**src/rtl/dec10b8b.sv**
```systemverilog
// 10b/8b decoder: 5b/6b + 3b/4b table decode, K detection, running-disparity check.
// Optional saturating error counter on err_cnt when DEC10B8B_ERRCNT_EN is defined.
module dec10b8b #(
    parameter logic RD_INIT = 1'b0
) (
    input  logic       clk,
    input  logic       reset,
    input  logic       valid_in,
    input  logic [9:0] data_in,
    output logic       valid_out,
    output logic [7:0] data_out,
    output logic       k_out,
    output logic       code_err,
    output logic       disp_err,
    output logic       rd_out,
    output logic [7:0] err_cnt
);
    logic [5:0] s6;
    logic [3:0] s4, s4_lk;
    logic [4:0] edcba;
    logic [2:0] hgf, n6, n4;
    logic       v6, v4, k28, kx, alt4, alt_ok;
    logic       k_d, cerr_d, derr_d, rd_mid, rd_d;
    logic [7:0] data_d;
    logic       valid_q, k_q, cerr_q, derr_q, rd_q;
    logic [7:0] data_q;

    // Sub-blocks in transmission order: abcdei and fghj, first bit in the MSB.
    assign s6 = {data_in[0], data_in[1], data_in[2], data_in[3], data_in[4], data_in[5]};
    assign s4 = {data_in[6], data_in[7], data_in[8], data_in[9]};
    assign n6 = 3'($countones(s6));
    assign n4 = 3'($countones(s4));

    always_comb begin
        v6    = 1'b1;
        edcba = 5'd0;
        case (s6)
            6'b100111, 6'b011000: edcba = 5'd0;
            6'b011101, 6'b100010: edcba = 5'd1;
            6'b101101, 6'b010010: edcba = 5'd2;
            6'b110001:            edcba = 5'd3;
            6'b110101, 6'b001010: edcba = 5'd4;
            6'b101001:            edcba = 5'd5;
            6'b011001:            edcba = 5'd6;
            6'b111000, 6'b000111: edcba = 5'd7;
            6'b111001, 6'b000110: edcba = 5'd8;
            6'b100101:            edcba = 5'd9;
            6'b010101:            edcba = 5'd10;
            6'b110100:            edcba = 5'd11;
            6'b001101:            edcba = 5'd12;
            6'b101100:            edcba = 5'd13;
            6'b011100:            edcba = 5'd14;
            6'b010111, 6'b101000: edcba = 5'd15;
            6'b011011, 6'b100100: edcba = 5'd16;
            6'b100011:            edcba = 5'd17;
            6'b010011:            edcba = 5'd18;
            6'b110010:            edcba = 5'd19;
            6'b001011:            edcba = 5'd20;
            6'b101010:            edcba = 5'd21;
            6'b011010:            edcba = 5'd22;
            6'b111010, 6'b000101: edcba = 5'd23;
            6'b110011, 6'b001100: edcba = 5'd24;
            6'b100110:            edcba = 5'd25;
            6'b010110:            edcba = 5'd26;
            6'b110110, 6'b001001: edcba = 5'd27;
            6'b001110, 6'b001111, 6'b110000: edcba = 5'd28;
            6'b101110, 6'b010001: edcba = 5'd29;
            6'b011110, 6'b100001: edcba = 5'd30;
            6'b101011, 6'b010100: edcba = 5'd31;
            default:              v6 = 1'b0;
        endcase
    end

    // K.28 in its RD+ form carries the whole group complemented, so its 4b is looked up inverted.
    assign s4_lk = (s6 == 6'b110000) ? ~s4 : s4;

    always_comb begin
        v4  = 1'b1;
        hgf = 3'd0;
        case (s4_lk)
            4'b1011, 4'b0100:                   hgf = 3'd0;
            4'b1001:                            hgf = 3'd1;
            4'b0101:                            hgf = 3'd2;
            4'b1100, 4'b0011:                   hgf = 3'd3;
            4'b1101, 4'b0010:                   hgf = 3'd4;
            4'b1010:                            hgf = 3'd5;
            4'b0110:                            hgf = 3'd6;
            4'b1110, 4'b0001, 4'b0111, 4'b1000: hgf = 3'd7;
            default:                            v4 = 1'b0;
        endcase
    end

    assign k28  = (s6 == 6'b001111) || (s6 == 6'b110000);
    assign kx   = (s6 == 6'b111010) || (s6 == 6'b000101) || (s6 == 6'b110110) || (s6 == 6'b001001) ||
                  (s6 == 6'b101110) || (s6 == 6'b010001) || (s6 == 6'b011110) || (s6 == 6'b100001);
    assign alt4 = (s4 == 4'b0111) || (s4 == 4'b1000);
    // Data alternate 7 only follows D.17/18/20 (0111) or D.11/13/14 (1000).
    assign alt_ok = ((s4 == 4'b0111) && ((s6 == 6'b100011) || (s6 == 6'b010011) || (s6 == 6'b001011))) ||
                    ((s4 == 4'b1000) && ((s6 == 6'b110100) || (s6 == 6'b101100) || (s6 == 6'b011100)));
    assign k_d    = (k28 && v4) || (kx && alt4);
    assign cerr_d = !v6 || !v4 || (alt4 && !k_d && !alt_ok);
    assign data_d = {hgf, edcba};

    always_comb begin
        derr_d = 1'b0;
        rd_mid = rd_q;
        case (n6)
            3'd0, 3'd1: rd_mid = 1'b0;
            3'd2: begin derr_d = !rd_q; rd_mid = 1'b0; end
            3'd3: derr_d = ((s6 == 6'b111000) && rd_q) || ((s6 == 6'b000111) && !rd_q);
            3'd4: begin derr_d = rd_q; rd_mid = 1'b1; end
            default: rd_mid = 1'b1;
        endcase
        rd_d = rd_mid;
        case (n4)
            3'd0: rd_d = 1'b0;
            3'd1: begin derr_d = derr_d | !rd_mid; rd_d = 1'b0; end
            3'd2: derr_d = derr_d | ((s4 == 4'b1100) && rd_mid) | ((s4 == 4'b0011) && !rd_mid);
            3'd3: begin derr_d = derr_d | rd_mid; rd_d = 1'b1; end
            default: rd_d = 1'b1;
        endcase
    end

    always_ff @(posedge clk or posedge reset) begin
        if (reset) begin
            valid_q <= 1'b0;
            data_q  <= 8'h00;
            k_q     <= 1'b0;
            cerr_q  <= 1'b0;
            derr_q  <= 1'b0;
            rd_q    <= RD_INIT;
        end else begin
            valid_q <= valid_in;
            cerr_q  <= valid_in & cerr_d;
            derr_q  <= valid_in & derr_d;
            if (valid_in) begin
                data_q <= data_d;
                k_q    <= k_d;
                rd_q   <= rd_d;
            end
        end
    end

`ifdef DEC10B8B_ERRCNT_EN
    logic [7:0] cnt_q;
    always_ff @(posedge clk or posedge reset) begin
        if (reset)
            cnt_q <= 8'h00;
        else if (valid_in && (cerr_d || derr_d) && (cnt_q != 8'hFF))
            cnt_q <= cnt_q + 8'd1;
    end
    assign err_cnt = cnt_q;
`else
    assign err_cnt = 8'h00;
`endif

    assign valid_out = valid_q;
    assign data_out  = data_q;
    assign k_out     = k_q;
    assign code_err  = cerr_q;
    assign disp_err  = derr_q;
    assign rd_out    = rd_q;
endmodule

```
**config.mk**
```make
export PLATFORM = sky130hd
export DESIGN_NAME = dec10b8b
export DESIGN_NICKNAME = d
export VERILOG_FILES = /design/src/rtl/dec10b8b.sv
export SDC_FILE = /design/constraint.sdc
export NUM_CORES = 1
export LEC_CHECK = 0
export CAP_MARGIN = 20
export CORE_ASPECT_RATIO = 1.2
export CORE_MARGIN = 2
export CORE_UTILIZATION = 58
export DETAILED_ROUTE_END_ITERATION = 8
export PLACE_DENSITY = 0.87
export SETUP_SLACK_MARGIN = 0.05
export SLEW_MARGIN = 15
export SYNTH_ARGS = -nofsm -noshare
export SYNTH_HDL_FRONTEND = slang
export SYNTH_SLANG_ARGS = --single-unit
```
**constraint.sdc**
```tcl
create_clock -name clk -period 2.3 [get_ports clk]
set_input_delay 0.69 -clock clk [delete_from_list [all_inputs] [get_ports clk]]
set_output_delay 0.69 -clock clk [all_outputs]
set_load 0.01 [all_outputs]
```
==> out/qor.yml <==
status: "finished, violations left"
violations: "DRC, setup timing"
layout-drive-gt1-share_pct: 37.54
max_cap_violations: 0
clkTransAtPathRegs_ns: 0.10
drt-pass1-iter-count: 9
tightest_slew_ns: 0.7267
hold_viol: 0
max_freq_ghz: 0.2839
drt-total-wl_mm: 9.604
synth_area_leader_cell: "dfrtp_1"
synth_top_flop_cell: "dfrtp_1"
p_leak_nw: 1.238
synth_edf_count: 0
die_h_um: 66.13
core_area_um2: 3055
cts_tree: "done"
synth.distinct_cells: 64
grt_max_degree: 31
cp_num_buf_inv: 4
pwr-share-clk_pct: 13.8
cp.arrival_ns: 3.71
cts_buffers: 3
cts_root_buffer: "clkbuf_4"
grt_pass1_wl_mm: 12.72
relSlewSlack_pct: 50.30
placementRows: 22
finalClockSkew_ns: 0.00005246
stdcell_count: 369
yosys-top-cells-area: "dfrtp_1, ha_1, buf_4"
ant_nets: 0
synth_cells: 242
avgViaCountPerCell: 7.455
ys_seq_elements: 13
cp_top_family: "adder cells"
synth_top_area_share_pct: 17.44
ctsHoldBuffers: 0
worst_slack_ns: -1.222
critical_path_class: "in -> reg"
seq_area_frac_synth_pct: 17.44
drc: 20
rsz0062_at_grt: "true"
cts-htree-levels: 1
gp_congestion: 1.015
initial_core_util_pct: 61.06
crit_path_max_fanout: 3
setup_viol: 6
layout_min_cycle_time_ns: 3.522
area_growth_pct: 50.91
worst_setup_path_start_kind: "primary input"
track_usage_pct: 44.94
grt-ovfl-total: 0
ios: 34
clkLatencyLatePin_ns: 0.30
num_vias: 2751
peakVddDrop_uv: 388.2
first_global_vias: 2520
crit_path_end_kind: "flop"
dr.first_iter.drc_count: 524
cts.sinks: 13
p_per_area_nw_per_um2: 415.6
hpwl_mm: 4.610
dieArea_um2: 3688
antenna_found_initial: 0
clockBufferDepth: 2
report.final.slew_viol_count: 0
cp.required_ns: 2.49
fin_tns_setup_ns: -2.658
ys_warn_count: 0
p_switching_uw: 495.2
fin_nets: 362
crit_chain: "buf_6 -> fa_1 -> inv_2 -> fa_1 -> inv_2 -> ha_4 -> inv_2 -> fa_1 -> nand3b_1 -> nand2_2 -> a31o_4 -> o2111a_1 -> o31a_1"
routedWlPerCell_um: 26.03
slowest_stage: "fa_1"
die_x_um: 55.77
max_stage_delay_ns: 0.55
p_comb_share_pct: 61.7
dp_cells: 352
io_buffers: 25
seqPwrFrac_pct: 24.5
netlist_area_um2: 1866
switching_share_pct: 42.32
syn_area_per_cell_um2: 7.709
synthArstFlopShare_pct: 100.0
antenna_cells: 0
fin_crit_sh_pct: 153.1
min_path_type: "reg -> reg"
intPower_uw: 674.9
-- routing by layer --
metal | part of all wire [%] | global-route usage (%) | up-vias
met5 | 0 | 0 | -
met3 | 15 | 11.74 | 151
met4 | 12 | 32.32 | 0
met1 | 32 | 48.25 | 1191
met2 | 41 | 76.49 | 343
li1 | - | - | 1066
-- path summary, 6_finish.rpt --
check,endpoint,start,slack [ns],cells after the start
worst max-delay path,disp_err$_DFF_PP0_,data_in[0],-1.22,13
worst min-delay path,data_out[3]$_DFFE_PP0P_,data_out[3]$_DFFE_PP0P_,0.53,1
worst max register to register,disp_err$_DFF_PP0_,rd_out$_DFFE_PP0P_,0.60,5
worst min register to register,data_out[3]$_DFFE_PP0P_,data_out[3]$_DFFE_PP0P_,0.53,1
max in group asynchronous,data_out[1]$_DFFE_PP0P_,reset,1.20,2
min in group asynchronous,data_out[7]$_DFFE_PP0P_,reset,0.72,2
-- sequential cells by signal, summed over array words and instances, names as in the netlist --
name       flops
data_out       8
code_err       1
disp_err       1
k_out          1
rd_out         1
valid_out      1
-- placed cells by master (no fill, tap or decap), drive strengths merged, types with 9 or more instances in the layout --
cell           instances
o21ai                  9
ha                    11
dfrtp                 13
nand2b                 9
nor2                  20
buf                   82
clkdlybuf4s50         17
inv                   18
a21oi                 12
nand2                 20
-- stage by stage --
| stage | hold slack (ns) | utilization (%) | power, mW | instance area [um^2] | worst slack (ns) |
|---|---|---|---|---|---|
| floorplan | 0.5183 | - | 0.5763 | 1944 | -1.121 |
| global placement | 0.4656 | 84.23 | 0.8091 | 2574 | -1.625 |
| detailed placement | 0.4714 | 84.23 | 0.8381 | 2574 | -1.768 |
| CTS | 0.4942 | 90.17 | 1.043 | 2755 | -1.112 |
| global route | 0.5357 | 92.14 | 1.186 | 2815 | -1.238 |
| finish | 0.5252 | 92.14 | 1.170 | 2815 | -1.222 |
-- logic make-up after synthesis --
group	synth area share [%]
buffers and inverters	11.27
adders and majority gates	12.21
AOI/OAI and AO/OA	30.99
DFF	17.44
xor gates and xnor gates	0.4696
other	0.2010
muxes	1.744
and+or+nand+nor	25.69
-- power groups by stage --
| stage | sequential (mW) | clock (mW) | combinational [mW] |
|---|---|---|---|
| finish | 0.287 | 0.161 | 0.722 |
| global route | 0.288 | 0.165 | 0.734 |
| CTS | 0.283 | 0.153 | 0.608 |
| detailed placement | 0.288 | 0 | 0.551 |
| global placement | 0.284 | 0 | 0.525 |
| floorplan | 0.299 | 0 | 0.277 |
-- timing repair --
action | CTS | global route
buffers inserted | 10 | 1
pin swaps | 12 | 7
resized for setup | 44 | 17
gates cloned | 2 | 0
endpoints found under the hold margin | 0 | 0
endpoints found under the setup margin | 12 | 10
-- area by class of cell --
cell class / instances / area [um^2]
Sequential cell: 13 / 325.3
Multi-Input combinational cell: 195 / 1503
Tap cell: 36 / 45.04
Timing Repair Buffer: 103 / 845.8
Clock buffer: 4 / 26.28
Inverter: 18 / 70.07
Fill cell: 115 / 240.2
-- cells in the mapped netlist, types with 2 or more instances --
cell,count
clkbuf_1,7
ha_1,11
or2_2,2
buf_4,12
nor4_1,2
mux2_2,2
o22ai_1,6
nand3b_1,7
a2111oi_0,3
a221oi_1,2
a211o_1,2
or2b_2,2
o31a_1,3
o31ai_1,3
or3_1,2
nor2_1,20
o22a_1,2
nand2b_1,9
o21ai_0,9
buf_2,3
o32ai_1,5
a21oi_1,12
dfrtp_1,13
a41oi_1,3
nor2b_1,6
nor3_1,3
fa_1,4
nand3_1,7
a211oi_1,4
a31oi_1,5
a31o_2,3
a21o_1,2
nand2_1,19
inv_1,17
Note: power is estimated with default switching activity, not from simulation.
